**src/rtl/hpr_heap_alloc_arbiter.sv**
```systemverilog
`default_nettype none
// +--------------------------------------------------------------------------+
// | hpr_heap_alloc_arbiter - round-robin N-client front end to the heap REQ  |
// | Revision: 1.0                                                            |
// +--------------------------------------------------------------------------+
module hpr_heap_alloc_arbiter #(
  parameter int N_CLIENTS = 4,
  parameter int MAX_BYTES = 65536,
  parameter int TIMEOUT   = 15
) (
  input  logic                    clk,
  input  logic                    reset,
  input  logic [N_CLIENTS-1:0]    cl_req,
  input  logic [64*N_CLIENTS-1:0] cl_size,
  output logic [N_CLIENTS-1:0]    cl_ack,
  output logic                    cl_fail,
  output logic [63:0]             cl_result,
  output logic                    hm_req,
  output logic [63:0]             hm_size,
  input  logic                    hm_ack,
  input  logic                    hm_fail,
  input  logic [63:0]             hm_result,
  output logic [31:0]             alloc_count
);

  localparam int IW = $clog2(N_CLIENTS);

  typedef enum logic [1:0] {
    S_IDLE  = 2'd0,
    S_ISSUE = 2'd1,
    S_WAIT  = 2'd2,
    S_RESP  = 2'd3
  } state_t;

  state_t               state_q, state_d;
  logic [IW-1:0]        ptr_q, ptr_d;
  logic [IW-1:0]        grant_q, grant_d;
  logic [63:0]          size_q, size_d;
  logic                 fail_q, fail_d;
  logic [63:0]          res_q, res_d;
  logic [7:0]           cnt_q, cnt_d;
  logic [31:0]          alloc_q, alloc_d;
  logic [N_CLIENTS-1:0] cl_ack_q, cl_ack_d;
  logic                 cl_fail_q, cl_fail_d;
  logic [63:0]          cl_result_q, cl_result_d;
  logic                 hm_req_q, hm_req_d;
  logic [63:0]          hm_size_q, hm_size_d;

  logic                 w_found;
  logic [IW-1:0]        w_pick;
  logic [IW:0]          w_sum;
  logic [63:0]          w_sel_size;
  logic                 w_bad_size;

  // First requesting client at or after the pointer, wrapping around.
  always_comb begin
    w_found = 1'b0;
    w_pick  = ptr_q;
    w_sum   = '0;
    for (int k = 0; k < N_CLIENTS; k++) begin
      w_sum = {1'b0, ptr_q} + (IW+1)'(k);
      if (w_sum >= (IW+1)'(N_CLIENTS)) begin
        w_sum = w_sum - (IW+1)'(N_CLIENTS);
      end
      if (!w_found && cl_req[w_sum[IW-1:0]]) begin
        w_found = 1'b1;
        w_pick  = w_sum[IW-1:0];
      end
    end
  end

  assign w_sel_size = cl_size[{w_pick, 6'b0} +: 64];
  assign w_bad_size = (w_sel_size == 64'd0) || (w_sel_size > 64'(MAX_BYTES));

  always_comb begin
    state_d = state_q;
    ptr_d   = ptr_q;
    grant_d = grant_q;
    size_d  = size_q;
    fail_d  = fail_q;
    res_d   = res_q;
    cnt_d   = cnt_q;
    alloc_d = alloc_q;
    case (state_q)
      S_IDLE: begin
        if (w_found) begin
          grant_d = w_pick;
          size_d  = w_sel_size;
          if (w_bad_size) begin
            fail_d  = 1'b1;
            res_d   = '0;
            state_d = S_RESP;
          end else begin
            state_d = S_ISSUE;
          end
        end
      end
      S_ISSUE: begin
        cnt_d   = '0;
        state_d = S_WAIT;
      end
      S_WAIT: begin
        if (hm_ack) begin
          res_d   = hm_result;
          fail_d  = hm_fail;
          state_d = S_RESP;
        end else begin
          cnt_d = cnt_q + 8'd1;
          if (cnt_q + 8'd1 == 8'(TIMEOUT)) begin
            fail_d  = 1'b1;
            res_d   = '0;
            state_d = S_RESP;
          end
        end
      end
      S_RESP: begin
        ptr_d = (grant_q == IW'(N_CLIENTS-1)) ? '0 : grant_q + IW'(1);
        if (!fail_q && alloc_q != 32'hFFFF_FFFF) begin
          alloc_d = alloc_q + 32'd1;
        end
        state_d = S_IDLE;
      end
      default: state_d = S_IDLE;
    endcase
  end

  // Outputs are registered from the next state so each pulse lines up with its state.
  always_comb begin
    cl_ack_d    = '0;
    cl_fail_d   = 1'b0;
    cl_result_d = '0;
    hm_req_d    = 1'b0;
    hm_size_d   = '0;
    if (state_d == S_RESP) begin
      cl_ack_d[grant_d] = 1'b1;
      cl_fail_d         = fail_d;
      cl_result_d       = res_d;
    end
    if (state_d == S_ISSUE) begin
      hm_req_d  = 1'b1;
      hm_size_d = size_d;
    end
  end

  always_ff @(posedge clk or negedge reset) begin
    if (!reset) begin
      state_q     <= S_IDLE;
      ptr_q       <= '0;
      grant_q     <= '0;
      size_q      <= '0;
      fail_q      <= 1'b0;
      res_q       <= '0;
      cnt_q       <= '0;
      alloc_q     <= '0;
      cl_ack_q    <= '0;
      cl_fail_q   <= 1'b0;
      cl_result_q <= '0;
      hm_req_q    <= 1'b0;
      hm_size_q   <= '0;
    end else begin
      state_q     <= state_d;
      ptr_q       <= ptr_d;
      grant_q     <= grant_d;
      size_q      <= size_d;
      fail_q      <= fail_d;
      res_q       <= res_d;
      cnt_q       <= cnt_d;
      alloc_q     <= alloc_d;
      cl_ack_q    <= cl_ack_d;
      cl_fail_q   <= cl_fail_d;
      cl_result_q <= cl_result_d;
      hm_req_q    <= hm_req_d;
      hm_size_q   <= hm_size_d;
    end
  end

  assign cl_ack      = cl_ack_q;
  assign cl_fail     = cl_fail_q;
  assign cl_result   = cl_result_q;
  assign hm_req      = hm_req_q;
  assign hm_size     = hm_size_q;
  assign alloc_count = alloc_q;

endmodule
`default_nettype wire

```
**config.mk**
```make
export PLATFORM = sky130hd
export DESIGN_NAME = hpr_heap_alloc_arbiter
export DESIGN_NICKNAME = d
export VERILOG_FILES = /design/src/rtl/hpr_heap_alloc_arbiter.sv
export SDC_FILE = /design/constraint.sdc
export NUM_CORES = 1
export LEC_CHECK = 0
export CAP_MARGIN = 25
export CORE_AREA = 2 2 191 193
export CTS_CLUSTER_SIZE = 16
export DETAILED_ROUTE_END_ITERATION = 10
export DIE_AREA = 0 0 193 195
export GPL_TIMING_DRIVEN = 1
export PLACE_DENSITY = 0.76
export SYNTH_ARGS = -nofsm -noshare
export SYNTH_HDL_FRONTEND = slang
export SYNTH_SLANG_ARGS = --single-unit
export TNS_END_PERCENT = 30
```
**constraint.sdc**
```tcl
create_clock -name clk -period 4.75 [get_ports clk]
set_clock_uncertainty 0.1 [all_clocks]
set_input_delay 0.475 -clock clk [delete_from_list [all_inputs] [get_ports clk]]
set_output_delay 0.475 -clock clk [all_outputs]
set_load 0.02 [all_outputs]
```
== Yosys cells after proc, flatten, opt, wreduce, memory -nomap -nowiden ==
Cells that the tools add are included.
W data, S select, Z words.

* $add $sub $neg: 10
* Order comparisons: 11
* Eq/ne operators: 9
* Shift-type cells: 1
* Multiplexer cells: 49
* Reductions and logical operators: 15

{| class="wikitable"
|+ Operator list
! operator !! number
|-
| $mux W64 || 8
|-
| $shiftx A256 B9 Y64 || 1
|-
| $pmux W64 S2 || 1
|-
| $gt A64 B17 Y1 const B || 1
|-
| $logic_not A64 Y1 || 1
|-
| $add A32 B1 Y32 const B || 1
|-
| $ne A32 B32 Y1 const B || 1
|-
| $mux W2 || 15
|-
| $pmux W8 S2 || 1
|-
| $lt A2 B3 Y1 const B || 5
|-
| $mux W1 || 15
|-
| $ge A3 B3 Y1 const B || 3
|-
| $add A8 B1 Y8 const B || 1
|-
| $bmux W1 S2 || 4
|-
| $eq A2 B2 Y1 const B || 4
|-
| $eq A8 B4 Y1 const B || 1
|-
| $mux W8 || 1
|-
| $pmux W2 S4 || 1
|-
| $sub A2 B1 Y2 const B || 4
|-
| $add A2 B2 Y3 const B || 2
|-
| $logic_and A1 B1 Y1 || 5
|-
| $eq A2 B1 Y1 const B || 2
|-
| $logic_not A1 Y1 || 4
|-
| $mux W4 || 1
|-
| other kinds (11) || 12
|}

* Register bits: 309
* Input bits: 328
* Output and inout port bits: 166
* Word-level logic and storage cells: 108

== Logic depth before layout (Yosys ltp) ==
Gate-level depths: netlist (run 1).

* Depth in word-level cells: 22
* Gate-level depth with buffers: 16
* Depth with buffers taken out: 11

== Worst setup path before layout (run 1) ==
No wires, ideal clock.

* Path kind: input to register
* Start: input cl_req[2]
* End: register cl_result_q[2], in the netlist cl_result[2]
* Library setup time: 0.134 ns
* Data arrival time: 3.417 ns
* Required time: 4.516 ns
* Path slack: 1.099 ns
* Stages: 13
* Path buffers: 3
* Cells stage by stage: nor2b_1 -> a2111o_1 -> clkbuf_1 -> and3_1 -> a211oi_1 -> o22ai_1 -> or4_1 -> or3_1 -> and2_1 -> buf_2 -> buf_2 -> a41oi_1 -> nor3_1

* Cells in the longest elaborated chain, start to end: 20
* Elaborated cells on any way between the ends: 34
* Classes of those cells: order compare (1); eq/ne (1); shift (1); mux (23); reduce/logical (8)

{| class="wikitable"
|+ RTL lines
! what !! line !! source
|-
| start, declared || 13 || <nowiki>input logic [N_CLIENTS-1:0] cl_req,</nowiki>
|-
| $bmux W1 S2 || 65 || <nowiki>if (!w_found && cl_req[w_sum[IW-1:0]]) begin</nowiki>
|-
| $mux W1 (not written as such) || 65 ||
|-
| $mux W1 || 65 ||
|-
| $logic_not A1 Y1 || 65 ||
|-
| $logic_and A1 B1 Y1 || 65 ||
|-
| $mux W1 || 65 ||
|-
| $logic_not A1 Y1 || 65 ||
|-
| $logic_and A1 B1 Y1 || 65 ||
|-
| [5 not listed] || n/a ||
|-
| $gt A64 B17 Y1 / $logic_not A64 Y1 (equally long branches) || 73 || <nowiki>assign w_bad_size = (w_sel_size == 64'd0) || (w_sel_size > 64'(MAX_BYTES));</nowiki>
|-
| $logic_or A1 B1 Y1 || 73 ||
|-
| $mux W2 || 89 || <nowiki>if (w_bad_size) begin</nowiki>
|-
| $mux W2 || 86 || <nowiki>if (w_found) begin</nowiki>
|-
| $pmux W2 S4 || 84 || <nowiki>case (state_q)</nowiki>
|-
| $eq A2 B2 Y1 || 134 || <nowiki>if (state_d == S_RESP) begin</nowiki>
|-
| $mux W64 * || 134 ||
|-
| net cl_result_d[2] || 45 || <nowiki>logic [63:0] cl_result_q, cl_result_d;</nowiki>
|-
| end signal, assigned || 171 || <nowiki>cl_result_q <= cl_result_d;</nowiki>
|-
| end, declared || 45 ||
|}

The timed path passes the listed nets; every way through them passes the cells marked *. The select of a mux whose other input is x is not followed.
A chain may end at the register's enable or synchronous reset.

== Worst setup path after layout (run 1) ==
* Start: input cl_req[0]
* End: register cl_result_q[1], in the netlist cl_result[1]

The elaborated chain is that of the path after synthesis.

==> results of run 1 <==
-- power groups by stage --
stage | Sequential, mW | Combinational, mW | Clock [mW]
5_1_grt | 4.07 | 7.46 | 2.94
3_3_place_gp | 4.00 | 6.72 | 0
2_1_floorplan | 4.39 | 3.52 | 0
3_5_place_dp | 4.02 | 6.85 | 0
6_report | 3.99 | 6.90 | 2.77
4_1_cts | 3.99 | 6.88 | 2.83
-- cell families (layout without fill, tap and decap cells) --
family,after synthesis,after routing,synth area share [%]
compound gates,466,466,21.7
simple gates,461,461,15.6
flops,309,309,51.9
buf+inv,250,715,6.52
xor+xnor,34,34,2.00
mux,22,22,1.65
fa+ha+maj,8,8,0.671
other cells,0,3,0
-- cell usage in the layout, fill, tap and decap left out, types with 3 or more instances in the layout --
cell type | Yosys | routed
clkdlybuf4s50_1 | 0 | 491
dfrtp_1 | 309 | 309
nand2_1 | 175 | 173
and3_1 | 140 | 139
inv_1 | 105 | 103
a211oi_1 | 92 | 92
a22oi_1 | 80 | 80
o21ai_0 | 78 | 78
nor3_1 | 66 | 66
a41oi_1 | 63 | 63
o31ai_1 | 47 | 47
buf_4 | 0 | 39
a31oi_1 | 35 | 35
a21oi_1 | 35 | 35
clkbuf_16 | 0 | 35
o22ai_1 | 24 | 24
xnor2_1 | 24 | 24
mux2_2 | 21 | 21
nor2_1 | 18 | 17
buf_12 | 0 | 16
nor4_1 | 13 | 13
nand4_1 | 13 | 13
xor2_1 | 10 | 10
nand3_1 | 9 | 8
ha_1 | 8 | 8
clkinv_2 | 0 | 8
clkbuf_8 | 0 | 7
nor2b_1 | 6 | 6
and4_1 | 6 | 6
bufinv_16 | 0 | 4
diode_2 | 0 | 3
and2_2 | 0 | 3
and2_1 | 6 | 3
inv_6 | 0 | 3
-- worst max-delay path, delay by kind of cell --
kind | cells | cell delay (ns)
compound gates | 4 | 0.89
simple gates | 6 | 2.07
buf+inv | 4 | 1.22
-- per-layer routing --
metal,vias up,part of all wire (%),track usage [%]
met4,2,2.6,7.69
li1,6561,-,-
met3,88,8.1,4.64
met2,682,50,46.1
met1,6866,39,34.0
met5,-,0.025,0
-- flip-flops by register name (all words and copies together) (netlist names) --
| name | flops |
|---|---|
| cl_result | 64 |
| hm_size | 64 |
| res_q | 64 |
| size_q | 64 |
| alloc_count | 32 |
| cnt_q | 8 |
| cl_ack | 4 |
| grant_q | 2 |
| ptr_q | 2 |
| state_q | 2 |
| cl_fail | 1 |
| fail_q | 1 |
| hm_req | 1 |
-- Yosys cell counts, types with 21 or more instances --
master / n
a41oi_1: 63
o21ai_0: 78
nor3_1: 66
clkbuf_1: 115
mux2_2: 21
buf_2: 21
a22oi_1: 80
o31ai_1: 47
a31oi_1: 35
and3_1: 140
xnor2_1: 24
inv_1: 105
o22ai_1: 24
nand2_1: 175
a211oi_1: 92
a21oi_1: 35
dfrtp_1: 309
-- worst paths after layout --
kind / start / end / slack [ns] / depth (start not counted)
worst max-delay path: cl_req[0] / cl_result[1]$_DFF_PN0_ / 0.35 / 14
worst max register to register: ptr_q[0]$_DFFE_PN0P_ / cl_result[1]$_DFF_PN0_ / 0.43 / 13
worst min register to register: size_q[20]$_DFF_PN0_ / size_q[20]$_DFF_PN0_ / 0.37 / 2
max in group asynchronous: reset / size_q[7]$_DFF_PN0_ / 2.73 / 3
worst min-delay path: hm_ack / cnt_q[5]$_DFFE_PN0P_ / 0.37 / 4
min in group asynchronous: reset / cl_result[27]$_DFF_PN0_ / 0.53 / 2
-- layout make-up --
class,count,area share (%)
sequential,309,35.6
inverter,105,1.81
clock inverter,17,0.939
clock buffer,44,4.51
multi-input combinational,991,28.9
antenna,3,0.0346
timing repair buffer,549,25.6
tap,461,2.66
-- per-stage QoR --
step / std cells / util, % / TNS [ns] / total power [mW]
6_report: 2479 / 61.4 / 0 / 13.7
3_5_place_dp: 2414 / 58.0 / -0.0276 / 10.9
5_1_grt: 2478 / 61.4 / 0 / 14.5
4_1_cts: 2476 / 61.3 / 0 / 13.7
2_1_floorplan: 1550 / - / 0 / 7.92
3_3_place_gp: 2414 / 58.0 / 0 / 10.7
-- what timing repair did --
item,in CTS,in global routing
setup endpoints to repair,0,0
hold endpoints to repair,41,0
hold buffers,1,0
==> results.ini, run 1 <==
[layout]
multi_input_area_sq_mm = 0.00627
fillCellCount = 2880
layout.nets = 2326
area_growth_syn_to_layout_pct = 45.7
regArea_sq_mm = 0.00773
drive_above_1_share_pct = 7.64
finalInstanceArea_sq_mm = 0.0217

[outcome]
status = completed

[global_route]
grt_max_degree = 116
grt_pass1_vias = 14058
track_usage_pct = 26.6
grt_pass1_wl_mm = 78.7
overflow = 0
antenna_found_initial = 4

[sta]
fin_ws_ns = 0.346
min_period_ns = 4.40
hold_viol_final = 0
fmax_mhz = 227
worstMarginPinSlew_ns = 0.982
rsz0062_at_grt = no
relSlewSlack_pct = 34.6
hold_ws_ns = 0.371
setup_violations = 0
slew_violations = 0
finalCritPeriodShare_pct = 92.7

[pwr]
ir_worst_vdd_mv = 0.539
p_seq_share_pct = 29.2
switchingPower_mw = 5.74
p_comb_share_pct = 50.5
clockPowerShare_pct = 20.3
p_leak_nw = 9.81
p_int_mw = 7.92
switching_share_pct = 42.0
cellPowerDensity_mw_per_mm2 = 629

[clock_tree]
cts_sinks = 309
clk_pin_slew_worst_paths_ns = 0.06
root_buffer = clkbuf_16
clock_path_buffers = 3
clock_latency_ns = 0.51
cts_setup_buffers = 0
cts-resized-gates = 0
htree_levels = 2
cts_tree = built
numCtsBuffers = 34

[place]
post-place-ws_ns = -0.0276
place_area_sq_mm = 0.0205
port_buffers = 493
hpwl_mm = 36.6
gp_congestion = 0.935

[worst_setup_path]
max_stage_delay_ns = 0.58
endpoint_kind = flip-flop
path_common_cell = buf_12
worst-path-max-fanout = 41
cp.required_ns = 5.06
slowest_stage = nor4_1
cp_cell_sequence = clkdlybuf4s50_1 > nor2b_1 > o21bai_2 > and3_4 > buf_12 > a211oi_1 > o22ai_1 > nor4_1 > buf_4 > and4_1 > and2_2 > buf_12 > a41oi_1 > nor3_1
critical_path_arrival_ns = 4.71
worstSetupPathType = in -> reg
timing.critical_path.from_type = input pin

[detailed_routing]
wire_per_inst_um = 21.0
drcViolationCount = 0
wl_mm = 52.2
dr.pass1.iters = 8
antenna_left = 0
vias = 14199
first_iter_violations = 1225
via_per_inst = 5.73

[yosys]
syn_inst = 1550
ys.flop_type = dfrtp_1
synth_area_leaders = dfrtp_1 52%, and3_1 5.9%, a211oi_1 4.6%
async_reset_ff_share_pct = 100
synth.largest_area_cell = dfrtp_1
ys_ff_latch = 309
syn-cell-area_sq_mm = 0.0149
synth_edf_count = 0
synth.distinct_cells = 45
syn_nets = 1886
yosys_warnings = 0
synth_top_area_share_pct = 51.9
syn_area_per_cell_sq_um = 9.62
seq_area_frac_synth_pct = 51.9

[floorplanning]
rows = 69
start_util_pct = 42.1
dieWidth_um = 193
die_h_um = 195
dieArea_sq_mm = 0.0376
core_sq_mm = 0.0354
io_pins = 494

[run]
maxCapViolations = 0

[min_path]
hp-class = in -> reg

(Power assumes the default switching activity.)
==> inputs of run 2 (changes only) <==
--- a/config.mk
+++ b/config.mk
@@ -15,4 +15,3 @@
 export SYNTH_ARGS = -nofsm -noshare
 export SYNTH_HDL_FRONTEND = slang
 export SYNTH_SLANG_ARGS = --single-unit
-export TNS_END_PERCENT = 30
==> results of run 2 <==
Final layout, timing and power as in run 1 (identical DEF).
